## src/rtl/uart_pkg.sv

```systemverilog
// uart_pkg: shared UART defaults, receiver FSM encodings and a clog2 helper
package uart_pkg;
    localparam int DEF_BAUD       = 9600;
    localparam int DEF_OVERSAMPLE = 16;
    localparam int DEF_DATA_BITS  = 8;

    typedef enum logic [2:0] {
        S_IDLE      = 3'd0,
        S_START     = 3'd1,
        S_DATA      = 3'd2,
        S_STOP      = 3'd3,
        S_WAIT_IDLE = 3'd4
    } rx_state_t;

    function automatic int clog2(input int v);
        int r = 0;
        while ((1 << r) < v) r++;
        return r;
    endfunction
endpackage

```

## src/rtl/baud_tick_gen.sv

```systemverilog
// baud_tick_gen: free-running one-cycle tick at BAUD*OVERSAMPLE, cleared only by reset
module baud_tick_gen import uart_pkg::*; #(
    parameter int CLK_FREQ   = 50_000_000,
    parameter int BAUD       = DEF_BAUD,
    parameter int OVERSAMPLE = DEF_OVERSAMPLE
) (
    input  logic clk,
    input  logic rst,
    output logic tick
);
    localparam int DIV = CLK_FREQ / (BAUD * OVERSAMPLE);
    localparam int N   = (DIV < 1) ? 1 : DIV;
    localparam int W   = (N < 2) ? 1 : clog2(N);
    localparam logic [W-1:0] LAST = W'(N - 1);

    logic [W-1:0] cnt;

    always_ff @(posedge clk) begin
        if (!rst) begin
            cnt  <= '0;
            tick <= 1'b0;
        end else begin
            cnt  <= (cnt == LAST) ? '0 : cnt + 1'b1;
            tick <= (cnt == LAST);
        end
    end
endmodule

```

## src/rtl/uart_rx_sipo.sv

```systemverilog
// uart_rx_sipo: oversampled 8N1-style UART receiver with parallel output and valid/error strobes
module uart_rx_sipo import uart_pkg::*; #(
    parameter int CLK_FREQ   = 50_000_000,
    parameter int BAUD       = DEF_BAUD,
    parameter int OVERSAMPLE = DEF_OVERSAMPLE,
    parameter int DATA_BITS  = DEF_DATA_BITS
) (
    input  logic                 clk,
    input  logic                 rst,
    input  logic                 Serial_In,
    output logic [DATA_BITS-1:0] Parallel_Out,
    output logic                 data_valid,
    output logic                 framing_error,
    output logic                 busy
);
    localparam int TW = clog2(OVERSAMPLE);
    localparam int BW = clog2(DATA_BITS + 1);
    localparam logic [TW-1:0] MID_START = TW'(OVERSAMPLE / 2 - 1);
    localparam logic [TW-1:0] MID_BIT   = TW'(OVERSAMPLE - 1);
    localparam logic [BW-1:0] LAST_BIT  = BW'(DATA_BITS - 1);

    rx_state_t            state, state_n;
    logic                 rx_m, rx_s, tick;
    logic [TW-1:0]        tick_cnt, tick_cnt_n;
    logic [BW-1:0]        bit_cnt, bit_cnt_n;
    logic [DATA_BITS-1:0] shreg, shreg_n, out_n;
    logic                 dv_n, fe_n;

    baud_tick_gen #(
        .CLK_FREQ(CLK_FREQ),
        .BAUD(BAUD),
        .OVERSAMPLE(OVERSAMPLE)
    ) u_tick (
        .clk(clk),
        .rst(rst),
        .tick(tick)
    );

    assign busy = (state != S_IDLE);

    always_ff @(posedge clk) begin
        if (!rst) begin
            rx_m          <= 1'b1;
            rx_s          <= 1'b1;
            state         <= S_IDLE;
            tick_cnt      <= '0;
            bit_cnt       <= '0;
            shreg         <= '0;
            Parallel_Out  <= '0;
            data_valid    <= 1'b0;
            framing_error <= 1'b0;
        end else begin
            rx_m          <= Serial_In;
            rx_s          <= rx_m;
            state         <= state_n;
            tick_cnt      <= tick_cnt_n;
            bit_cnt       <= bit_cnt_n;
            shreg         <= shreg_n;
            Parallel_Out  <= out_n;
            data_valid    <= dv_n;
            framing_error <= fe_n;
        end
    end

    always_comb begin
        state_n    = state;
        tick_cnt_n = tick_cnt;
        bit_cnt_n  = bit_cnt;
        shreg_n    = shreg;
        out_n      = Parallel_Out;
        dv_n       = 1'b0;
        fe_n       = 1'b0;
        case (state)
            S_IDLE: if (!rx_s) begin
                tick_cnt_n = '0;
                state_n    = S_START;
            end
            S_START: if (tick) begin
                tick_cnt_n = tick_cnt + 1'b1;
                if (tick_cnt == MID_START) begin
                    tick_cnt_n = '0;
                    bit_cnt_n  = '0;
                    state_n    = rx_s ? S_IDLE : S_DATA;
                end
            end
            S_DATA: if (tick) begin
                tick_cnt_n = tick_cnt + 1'b1;
                if (tick_cnt == MID_BIT) begin
                    tick_cnt_n = '0;
                    bit_cnt_n  = bit_cnt + 1'b1;
                    shreg_n    = {rx_s, shreg[DATA_BITS-1:1]};
                    state_n    = (bit_cnt == LAST_BIT) ? S_STOP : S_DATA;
                end
            end
            // Leaving at mid-stop re-arms for a start bit with no idle gap.
            S_STOP: if (tick) begin
                tick_cnt_n = tick_cnt + 1'b1;
                if (tick_cnt == MID_BIT) begin
                    tick_cnt_n = '0;
                    out_n      = rx_s ? shreg : Parallel_Out;
                    dv_n       = rx_s;
                    fe_n       = !rx_s;
                    state_n    = rx_s ? S_IDLE : S_WAIT_IDLE;
                end
            end
            S_WAIT_IDLE: if (rx_s) state_n = S_IDLE;
            default: state_n = S_IDLE;
        endcase
    end
endmodule
```

## config.mk

```make
export PLATFORM = sky130hd
export DESIGN_NAME = uart_rx_sipo
export DESIGN_NICKNAME = d
export VERILOG_FILES = /design/src/rtl/uart_pkg.sv /design/src/rtl/baud_tick_gen.sv /design/src/rtl/uart_rx_sipo.sv
export SDC_FILE = /design/constraint.sdc
export NUM_CORES = 1
export LEC_CHECK = 0
export ABC_CLOCK_PERIOD_IN_PS = 3950
export BUFFER_PORTS_ARGS = -buffer_cell sky130_fd_sc_hd__buf_4
export CAP_MARGIN = 20
export CORE_ASPECT_RATIO = 1.1
export CORE_MARGIN = 2
export CORE_UTILIZATION = 44
export CTS_BUF_LIST = sky130_fd_sc_hd__clkbuf_8
export DETAILED_ROUTE_END_ITERATION = 7
export GPL_TIMING_DRIVEN = 0
export PLACE_DENSITY = 0.66
export REMOVE_ABC_BUFFERS = 1
export SLEW_MARGIN = 20
export SYNTH_ARGS = -nofsm -noshare
export SYNTH_HDL_FRONTEND = slang
export SYNTH_SLANG_ARGS = --single-unit
```

## constraint.sdc

```tcl
create_clock -name clk -period 3.95 [get_ports clk]
set_input_delay 0.1975 -clock clk [delete_from_list [all_inputs] [get_ports clk]]
set_output_delay 0.1975 -clock clk [all_outputs]
set_load 0.05 [all_outputs]
```

==> results of run 1 <==
-- worst reg2reg max path, cell delays in order (launching register included) --
cell and delay (ns):
dfxtp_1 0.39, ha_1 0.26, nand4b_4 0.21, nor2_4 0.36, mux2i_1 0.26, nor2_1 0.06
-- logic make-up after synthesis --
kind of cell,synth area share [%]
xor+xnor,3.97
simple gates,28.6
buf+inv,3.26
fa+ha+maj,2.84
mux,5.67
flops,46.5
compound gates,9.15
-- area by class of cell --
class / instances / area, sq um
clock buffer: 6 / 82.6
clock inverter: 1 / 7.51
fill: 380 / 1930
inverter: 5 / 18.8
multi-input combinational: 142 / 886
sequential: 41 / 821
tap: 52 / 65.1
timing repair buffer: 13 / 97.6
-- placed cells by master (no fill, tap or decap), types with 3 or more instances in the layout --
cell type	synthesis	routed
mux2i_1	10	10
nand2b_1	9	9
inv_1	5	5
buf_4	1	13
a31oi_1	4	4
clkbuf_8	0	6
nand3_1	15	15
o21ai_0	10	10
dfxtp_1	41	41
nand4_1	4	4
nor3b_1	3	3
nand2_1	17	17
ha_1	4	4
xor2_1	6	6
nor2_1	27	27
a21oi_1	5	5
or3_1	4	4
-- layer usage --
metal	global-route usage, %	vias up	part of all wire (%)
met5	0	-	0
met4	7.57	0	2.0
met3	4.03	5	3.5
met2	24.0	16	45
met1	18.8	599	49
li1	-	704	-
-- sequential cells by signal, summed over array words and instances (netlist names) --
signal	count
Parallel_Out	8
data_valid	1
u_tick.tick	1
u_tick.cnt	9
bit_cnt	4
shreg	8
framing_error	1
rx_s	1
tick_cnt	4
rx_m	1
state	3
-- where the power goes --
part / internal (W) / total (W) / switching, W
clock: 0.000138 / 0.000273 / 0.000135
sequential: 0.000418 / 0.000425 / 0.00000630
combinational: 0.0000101 / 0.0000276 / 0.0000174
total: 0.000566 / 0.000725 / 0.000159
-- Yosys cell counts (2+ instances only) --
library cell,instances
and3_1,2
xor2_1,6
nand2_1,17
nor3b_1,3
o21ai_0,10
nand2b_1,9
mux2i_1,10
buf_2,4
nor2_1,27
nor4_1,2
a31oi_1,4
or3_1,4
nand3_1,15
xnor2_1,2
ha_1,4
nand4_1,4
nor2_4,2
dfxtp_1,41
inv_1,5
a21oi_1,5
clkbuf_1,2
-- per-stage QoR --
stage                     cells  utilization, %  area [sq um]  setup slack, ns  total power, W
final                       260            50.7          1980             2.29        0.000725
after global routing        260            50.7          1980             2.17        0.000758
after floorplan             188               -          1730             2.53        0.000450
after CTS                   260            50.7          1980             2.27        0.000736
after global placement      253            48.4          1890             2.36        0.000462
after detailed placement    253            48.4          1890             2.34        0.000462
-- path summary, 6_finish.rpt --
kind	startpoint	slack, ns	cells after the start	to
max reg2reg	tick_cnt[0]	2.29	5	shreg[4]
max	tick_cnt[0]	2.29	5	shreg[4]
min reg2reg	rx_m	0.41	1	rx_s
min	Serial_In	0.09	2	rx_m
==> impl_metrics.py, run 1 <==
metrics = {
    "outcome": {
        "status": "complete, no violations",
    },
    "yosys": {
        "ys.flop_type": "dfxtp_1",
        "syn_area_per_cell_sq_um": 9.00,
        "async_reset_ff_share_pct": 0,
        "syn_area_sq_mm": 0.00176,
        "synth-seq-area-share_pct": 46.5,
        "synth.distinct_cells": 39,
        "synth_area_leaders": "dfxtp_1 47%, nor2_1 5.7%, mux2i_1 5.7%, nand3_1 4.3%, nand2_1 3.6%",
        "synth_top_area_cell": "dfxtp_1",
        "synth_top_area_share_pct": 46.5,
        "ys_ff_latch": 41,
        "synthCells": 196,
        "synth_warnings": 0,
        "synth-edff-count": 0,
    },
    "global_routing": {
        "grt-ovfl-total": 0,
        "grtUsageTotal_pct": 15.1,
        "grt_max_degree": 30,
        "grt_pass1_wl_microns": 5400,
        "antenna_found_initial": 0,
        "grt_pass1_vias": 1249,
    },
    "timing": {
        "report.final.setup_viol": 0,
        "fin_setup_tns_ns": 0,
        "tightest_slew_ns": 0.443,
        "fin_worst_hold_slack_ns": 0.0936,
        "period_share_pct": 41.9,
        "skew_ns": 0.00736,
        "fmax_ghz": 0.604,
        "period_needed_ns": 1.66,
        "grt_setup_unrepaired": "false",
        "finalHoldViolCount": 0,
        "relSlewSlack_pct": 70.4,
        "final_max_slew_viol_count": 0,
    },
    "finish": {
        "fin_nets": 215,
        "area_growth_pct": 12.1,
        "layout-drive-gt1-share_pct": 13.0,
        "diodes": 0,
    },
    "setup_path": {
        "critPathLaunchType": "flip-flop",
        "required_ns": 4.11,
        "critPathTopFamily": "simple AND/OR/NAND/NOR gates",
        "worst-setup-path-type": "reg2reg",
        "path_max_fanout": 9,
        "slowest_delay_ns": 0.39,
        "cp.arrival_ns": 1.82,
        "path_buf_inv": 0,
        "cpMaxStageDelayCell": "dfxtp_1",
        "crit_path_cell_trace": "ha_1 -> nand4b_4 -> nor2_4 -> mux2i_1 -> nor2_1",
        "end_kind": "flip-flop",
    },
    "detailed_routing": {
        "wl_per_cell_microns": 11.6,
        "wirelength_microns": 3010,
        "dr.pass1.iters": 4,
        "via_count": 1324,
        "vias_per_cell": 5.09,
        "ant_nets": 0,
        "drc": 0,
        "drtIter0Drc": 47,
    },
    "clocking": {
        "cts_setup_buffers": 0,
        "clk_pin_slew_ns": 0.08,
        "clock_latency_ns": 0.29,
        "cts_sinks": 41,
        "clockRootBuffer": "clkbuf_8",
        "cts_made_buffers": 5,
        "h-tree-depth": 2,
        "cts_resized": 0,
        "clock_path_buffers": 2,
        "cts_hold_buf": 0,
        "cts_tree": "built",
    },
    "place": {
        "port_buffers": 13,
        "hpwl_microns": 2000,
        "place_congestion": 0.815,
    },
    "floorplan": {
        "die_area_sq_mm": 0.00453,
        "io_pins": 14,
        "row_count": 24,
        "core_area_sq_mm": 0.00390,
        "die_x_microns": 64.4,
        "start_util_pct": 45.2,
        "die_y_microns": 70.4,
    },
    "pwr": {
        "power.density_mw_per_mm2": 367,
        "vdd_ir_drop_max_v": 0.000320,
        "leakage_nw": 0.742,
    },
    "min_path": {
        "hp-class": "in2reg",
    },
    "run": {
        "drv_cap": 0,
    },
}
Note: power is estimated with default switching activity, not from simulation.
==> run 2, diff against run 1 <==
--- a/config.mk
+++ b/config.mk
@@ -5,7 +5,7 @@
 export SDC_FILE = /design/constraint.sdc
 export NUM_CORES = 1
 export LEC_CHECK = 0
-export ABC_CLOCK_PERIOD_IN_PS = 3950
+export ABC_CLOCK_PERIOD_IN_PS = 1300
 export BUFFER_PORTS_ARGS = -buffer_cell sky130_fd_sc_hd__buf_4
 export CAP_MARGIN = 20
 export CORE_ASPECT_RATIO = 1.1
@@ -14,7 +14,7 @@
 export CTS_BUF_LIST = sky130_fd_sc_hd__clkbuf_8
 export DETAILED_ROUTE_END_ITERATION = 7
 export GPL_TIMING_DRIVEN = 0
-export PLACE_DENSITY = 0.66
+export PLACE_DENSITY = 0.68
 export REMOVE_ABC_BUFFERS = 1
 export SLEW_MARGIN = 20
 export SYNTH_ARGS = -nofsm -noshare
==> constraint.sdc (replaced) <==
create_clock -name clk -period 1.3 [get_ports clk]
set_input_delay 0.065 -clock clk [delete_from_list [all_inputs] [get_ports clk]]
set_output_delay 0.065 -clock clk [all_outputs]
set_load 0.05 [all_outputs]
==> run 2 against run 1 <==
  * The run now ends with setup timing left
  * Routed wire length grew 23%
  * Clock power grew to 3.8 times the previous value
  * Total power increased to 3.4 times the previous value
  * Clock-buffer cell count did not move
  * Final area up 16%
  * Non-clock buffer count grew 18
  * Register-to-register slack got worse by 2.4 ns
  * Fmax increased by 17%
  * Via count increased by 9.7%
  * Die area did not move
  * Sequential share of layout area down 4.6 points
  * Hold slack improved by 0.023 ns
  * Largest cell class unchanged
  * Largest power group unchanged
==> impl_metrics.py, run 2 (same netlist as run 1, synthesis figures left out) <==
metrics = {
    "setup_path": {
        "worst-setup-path-type": "reg2reg",
        "r2r_cells": 5,
        "slowest_delay_ns": 0.37,
        "cpMaxStageDelayCell": "dfxtp_4",
        "cp.arrival_ns": 1.65,
        "critPathTopFamily": "simple AND/OR/NAND/NOR gates",
        "required_ns": 1.53,
        "path_buf_inv": 1,
        "path_max_fanout": 5,
        "cp.depth": 5,
        "critPathLaunchType": "flip-flop",
        "end_kind": "flip-flop",
        "crit_path_cell_trace": "ha_4 -> buf_4 -> and3_2 -> nor4_1 -> o31a_1",
    },
    "place": {
        "dp_slack_ns": -0.307,
        "place_congestion": 0.798,
        "hpwl_microns": 2030,
        "port_buffers": 13,
    },
    "global_routing": {
        "grt_pass1_vias": 1326,
        "grt_max_degree": 30,
        "grt_pass1_wl_microns": 5890,
        "antenna_found_initial": 0,
        "grtUsageTotal_pct": 16.6,
        "grt-ovfl-total": 0,
    },
    "detailed_routing": {
        "via_count": 1452,
        "ant_nets": 0,
        "dr.pass1.iters": 4,
        "drtIter0Drc": 133,
        "wirelength_microns": 3710,
        "wl_per_cell_microns": 13.3,
        "drc": 0,
        "vias_per_cell": 5.20,
    },
    "clocking": {
        "cts_made_buffers": 5,
        "cts_sinks": 41,
        "h-tree-depth": 2,
        "clock_latency_ns": 0.29,
        "clockRootBuffer": "clkbuf_8",
        "clock_path_buffers": 2,
        "cts_tree": "built",
        "clk_pin_slew_ns": 0.07,
    },
    "timing": {
        "report.final.setup_viol": 24,
        "period_share_pct": 109,
        "tightest_slew_ns": 0.396,
        "relSlewSlack_pct": 73.6,
        "grt_setup_unrepaired": "true",
        "fmax_ghz": 0.704,
        "fin_setup_tns_ns": -1.64,
        "finalHoldViolCount": 0,
        "skew_ns": 0.00659,
        "final_max_slew_viol_count": 0,
        "setup_slack_ns": -0.121,
        "period_needed_ns": 1.42,
    },
    "finish": {
        "layout_common_cells": "31 x dfxtp_1, 27 x nor2_1, 25 x buf_4, 16 x nand2_1, 14 x nand3_1",
        "layout-drive-gt1-share_pct": 28.6,
        "regMostFlops": "u_tick.cnt",
        "top_regs": "u_tick.cnt x9, Parallel_Out x8, shreg x8",
        "largest_register_ff_count": 9,
        "area_growth_pct": 30.6,
        "layout_commonest_cell": "dfxtp_1",
        "diodes": 0,
        "fin_nets": 233,
        "fin_util_pct": 59.0,
    },
    "run": {
        "drv_cap": 0,
    },
    "floorplan": {
        "start_util_pct": 45.2,
        "die_x_microns": 64.4,
        "io_pins": 14,
        "row_count": 24,
        "core_area_sq_mm": 0.00390,
        "die_area_sq_mm": 0.00453,
        "die_y_microns": 70.4,
    },
    "outcome": {
        "status": "finished with violations",
        "failed_checks": "setup timing",
    },
    "pwr": {
        "leakage_nw": 0.877,
        "power.density_mw_per_mm2": 1060,
        "vdd_ir_drop_max_v": 0.000912,
    },
    "min_path": {
        "hp-class": "in2reg",
        "hold_depth": 2,
    },
}
## run 2: cell count changes in the layout (fill, tap and decap cells not counted), sizes merged
cell	before	now
bufinv	0	1
clkbuf	6	7
clkinvlp	1	0
buf	13	29
dlygate4sd3	0	1
inv	5	6
## run 2: area by class of cell
cell class                      count  area [sq um]
Tap cell                           52          65.1
Timing Repair Buffer               31           285
Multi-Input combinational cell    142           967
Fill cell                         336          1600
Sequential cell                    41           851
Inverter                            5          18.8
Clock inverter                      2          33.8
Clock buffer                        6          82.6
## run 2: final timing paths
| check | from | to | slack [ns] |
|---|---|---|---|
| worst max-delay path | tick_cnt[0] | tick_cnt[0] | -0.12 |
| worst min-delay path | rst | rx_m | 0.12 |
| worst max register to register | tick_cnt[0] | tick_cnt[0] | -0.12 |
| worst min register to register | rx_m | rx_s | 0.41 |
## run 2: through the flow
stage	hold WS (ns)	instance area (sq um)	std cells	power, W
floorplan	0.138	1730	188	0.00137
global placement	0.249	1890	253	0.00140
detailed placement	0.252	1890	253	0.00140
CTS	0.109	2150	270	0.00244
global route	0.120	2300	279	0.00253
finish	0.117	2300	279	0.00244
## run 2: layer usage
layer | track usage (%) | share of wire [%] | vias to the layer above
li1 | - | - | 739
met1 | 21.2 | 46 | 677
met2 | 24.8 | 48 | 30
met3 | 5.64 | 5.0 | 6
met4 | 8.27 | 1.5 | 0
met5 | 0 | 0 | -
## run 2: repair_timing
item / in CTS / in global routing
hold buffers: 1 / 0
setup endpoints to repair: 36 / 37
endpoints found under the hold margin: 1 / 0
buffers inserted: 8 / 8
gates resized for setup: 18 / 25
gates cloned: 0 / 1
pin swaps: 6 / 3
## run 2: power breakdown
group	switching, W	leakage [nW]	total [W]	internal [W]
logic	0.0000671	0.476	0.000118	0.0000508
registers	0.0000160	0.338	0.00128	0.00126
clock network	0.000425	0.0626	0.00104	0.000618
==> run 3, diff against run 2 <==
--- a/config.mk
+++ b/config.mk
@@ -10,11 +10,11 @@
 export CAP_MARGIN = 20
 export CORE_ASPECT_RATIO = 1.1
 export CORE_MARGIN = 2
-export CORE_UTILIZATION = 44
+export CORE_UTILIZATION = 55
 export CTS_BUF_LIST = sky130_fd_sc_hd__clkbuf_8
 export DETAILED_ROUTE_END_ITERATION = 7
 export GPL_TIMING_DRIVEN = 0
-export PLACE_DENSITY = 0.68
+export PLACE_DENSITY = 0.81
 export REMOVE_ABC_BUFFERS = 1
 export SLEW_MARGIN = 20
 export SYNTH_ARGS = -nofsm -noshare
==> run 3 against run 2 <==
  * The flow still finishes with violations (setup timing)
  * Non-clock buffer count unchanged
  * Clock-buffer cell count down 1
  * Clock power down 6%
  * Critical path type unchanged
  * Largest power group unchanged
==> impl_metrics.py, run 3 (same netlist as run 1, synthesis figures left out) <==
metrics = {
    "finish": {
        "layout_commonest_cell": "dfxtp_1",
        "fin_nets": 233,
        "area_growth_pct": 28.9,
        "regMostFlops": "u_tick.cnt",
        "top_regs": "u_tick.cnt x9, Parallel_Out x8, shreg x8",
        "fin_util_pct": 74.6,
        "num-fill-cells": 210,
        "layout-drive-gt1-share_pct": 31.9,
        "diodes": 0,
        "layout.cells.non_filler": 260,
        "layout_common_cells": "30 x dfxtp_1, 24 x nor2_1, 23 x buf_4, 16 x nand2_1, 15 x nand3_1",
        "largest_register_ff_count": 9,
    },
    "setup_path": {
        "path_max_fanout": 5,
        "critPathLaunchType": "flip-flop",
        "end_kind": "flip-flop",
        "cp.arrival_ns": 1.67,
        "worst-setup-path-type": "reg2reg",
        "required_ns": 1.46,
        "r2r_cells": 6,
    },
    "min_path": {
        "hold_depth": 2,
        "hp-class": "in2reg",
    },
    "pwr": {
        "power.density_mw_per_mm2": 1040,
        "leakage_nw": 0.897,
        "vdd_ir_drop_max_v": 0.00116,
        "p_total_w": 0.00238,
    },
    "floorplan": {
        "die_y_microns": 63.4,
        "core_area_sq_mm": 0.00305,
        "io_pins": 14,
        "die_area_sq_mm": 0.00368,
        "start_util_pct": 57.9,
        "die_x_microns": 58,
        "row_count": 21,
    },
    "timing": {
        "final_max_slew_viol_count": 0,
        "period_share_pct": 116,
        "report.final.setup_viol": 22,
        "period_needed_ns": 1.51,
        "setup_slack_ns": -0.207,
        "fmax_ghz": 0.664,
        "finalHoldViolCount": 0,
        "relSlewSlack_pct": 71.9,
        "tightest_slew_ns": 0.421,
        "skew_ns": 0.00378,
        "fin_worst_hold_slack_ns": 0.124,
        "grt_setup_unrepaired": "true",
    },
    "clocking": {
        "h-tree-depth": 2,
        "cts_sinks": 41,
        "clock_path_buffers": 2,
        "clk_pin_slew_ns": 0.07,
        "clock_latency_ns": 0.29,
        "cts_made_buffers": 5,
        "clockRootBuffer": "clkbuf_8",
        "cts_tree": "built",
    },
    "global_routing": {
        "grtUsageTotal_pct": 21.6,
        "grt_pass1_vias": 1437,
        "antenna_found_initial": 0,
        "grt_pass1_wl_microns": 6230,
        "grt-ovfl-total": 0,
        "grt_max_degree": 30,
    },
    "place": {
        "placed_cells": 235,
        "dp_slack_ns": -0.308,
        "place_congestion": 0.833,
        "port_buffers": 13,
        "hpwl_microns": 2240,
    },
    "detailed_routing": {
        "ant_nets": 0,
        "vias_per_cell": 5.79,
        "via_count": 1505,
        "drc": 0,
        "dr.pass1.iters": 4,
        "wirelength_microns": 3820,
        "drtIter0Drc": 103,
        "wl_per_cell_microns": 14.7,
    },
    "outcome": {
        "failed_checks": "setup timing",
        "status": "finished with violations",
    },
    "run": {
        "drv_cap": 0,
    },
}
## run 3: cell count changes in the layout (fill, tap and decap cells not counted), moves of 2 or more
cell / delta
buf_4: -2
nor2_2: +3
nor2_1: -3
o21ai_0: +8
o21ai_1: -8
buf_6: +3
## run 3: cell type report
cell class | instances | area, sq um | share of cell area, %
multi-input combinational | 142 | 993 | 43.7
clock inverter | 2 | 35.0 | 1.54
timing repair buffer | 31 | 264 | 11.6
sequential | 41 | 852 | 37.5
inverter | 5 | 18.8 | 0.825
clock buffer | 5 | 68.8 | 3.03
tap | 34 | 42.5 | 1.87
## run 3: power breakdown
group          leakage [nW]  internal [W]  switching [W]
Combinational         0.505     0.0000538      0.0000712
Clock                0.0540      0.000558       0.000417
Sequential            0.338       0.00126      0.0000155
## run 3: final timing paths
kind / start / endpoint / slack (ns)
setup / recovery: tick_cnt[1] / shreg[1] / -0.21
hold / removal: rst / rx_s / 0.12
setup reg to reg: tick_cnt[1] / shreg[1] / -0.21
hold reg to reg: rx_m / rx_s / 0.41
## run 3: repair_timing
item	in CTS	in global routing
resized for setup	20	25
endpoints found under the hold margin	1	0
setup buffers	8	9
hold buffers	1	0
pin swaps	4	13
setup endpoints to repair	34	36
## run 3: layer usage
metal / wire length (microns) / up-vias / GRT usage [%]
li1: - / 735 / -
met1: 1550 / 721 / 24.8
met2: 1980 / 31 / 36.9
met3: 141 / 18 / 5.54
met4: 154 / 0 / 9.59
met5: 0 / - / 0
## run 3: stage by stage
stage               instance area, sq um  setup TNS, ns
floorplan                           1730          -1.10
global placement                    1870          -4.22
detailed placement                  1870          -5.58
CTS                                 2100         -0.516
global route                        2270          -4.07
finish                              2270          -1.74
## run 3: worst max-delay path, cell delays in order, from the launching register on
cell,delay [ns]
dfxtp_2,0.36
ha_4,0.16
nand4b_4,0.18
nor2_4,0.18
buf_6,0.14
mux2i_2,0.26
nor2_1,0.09
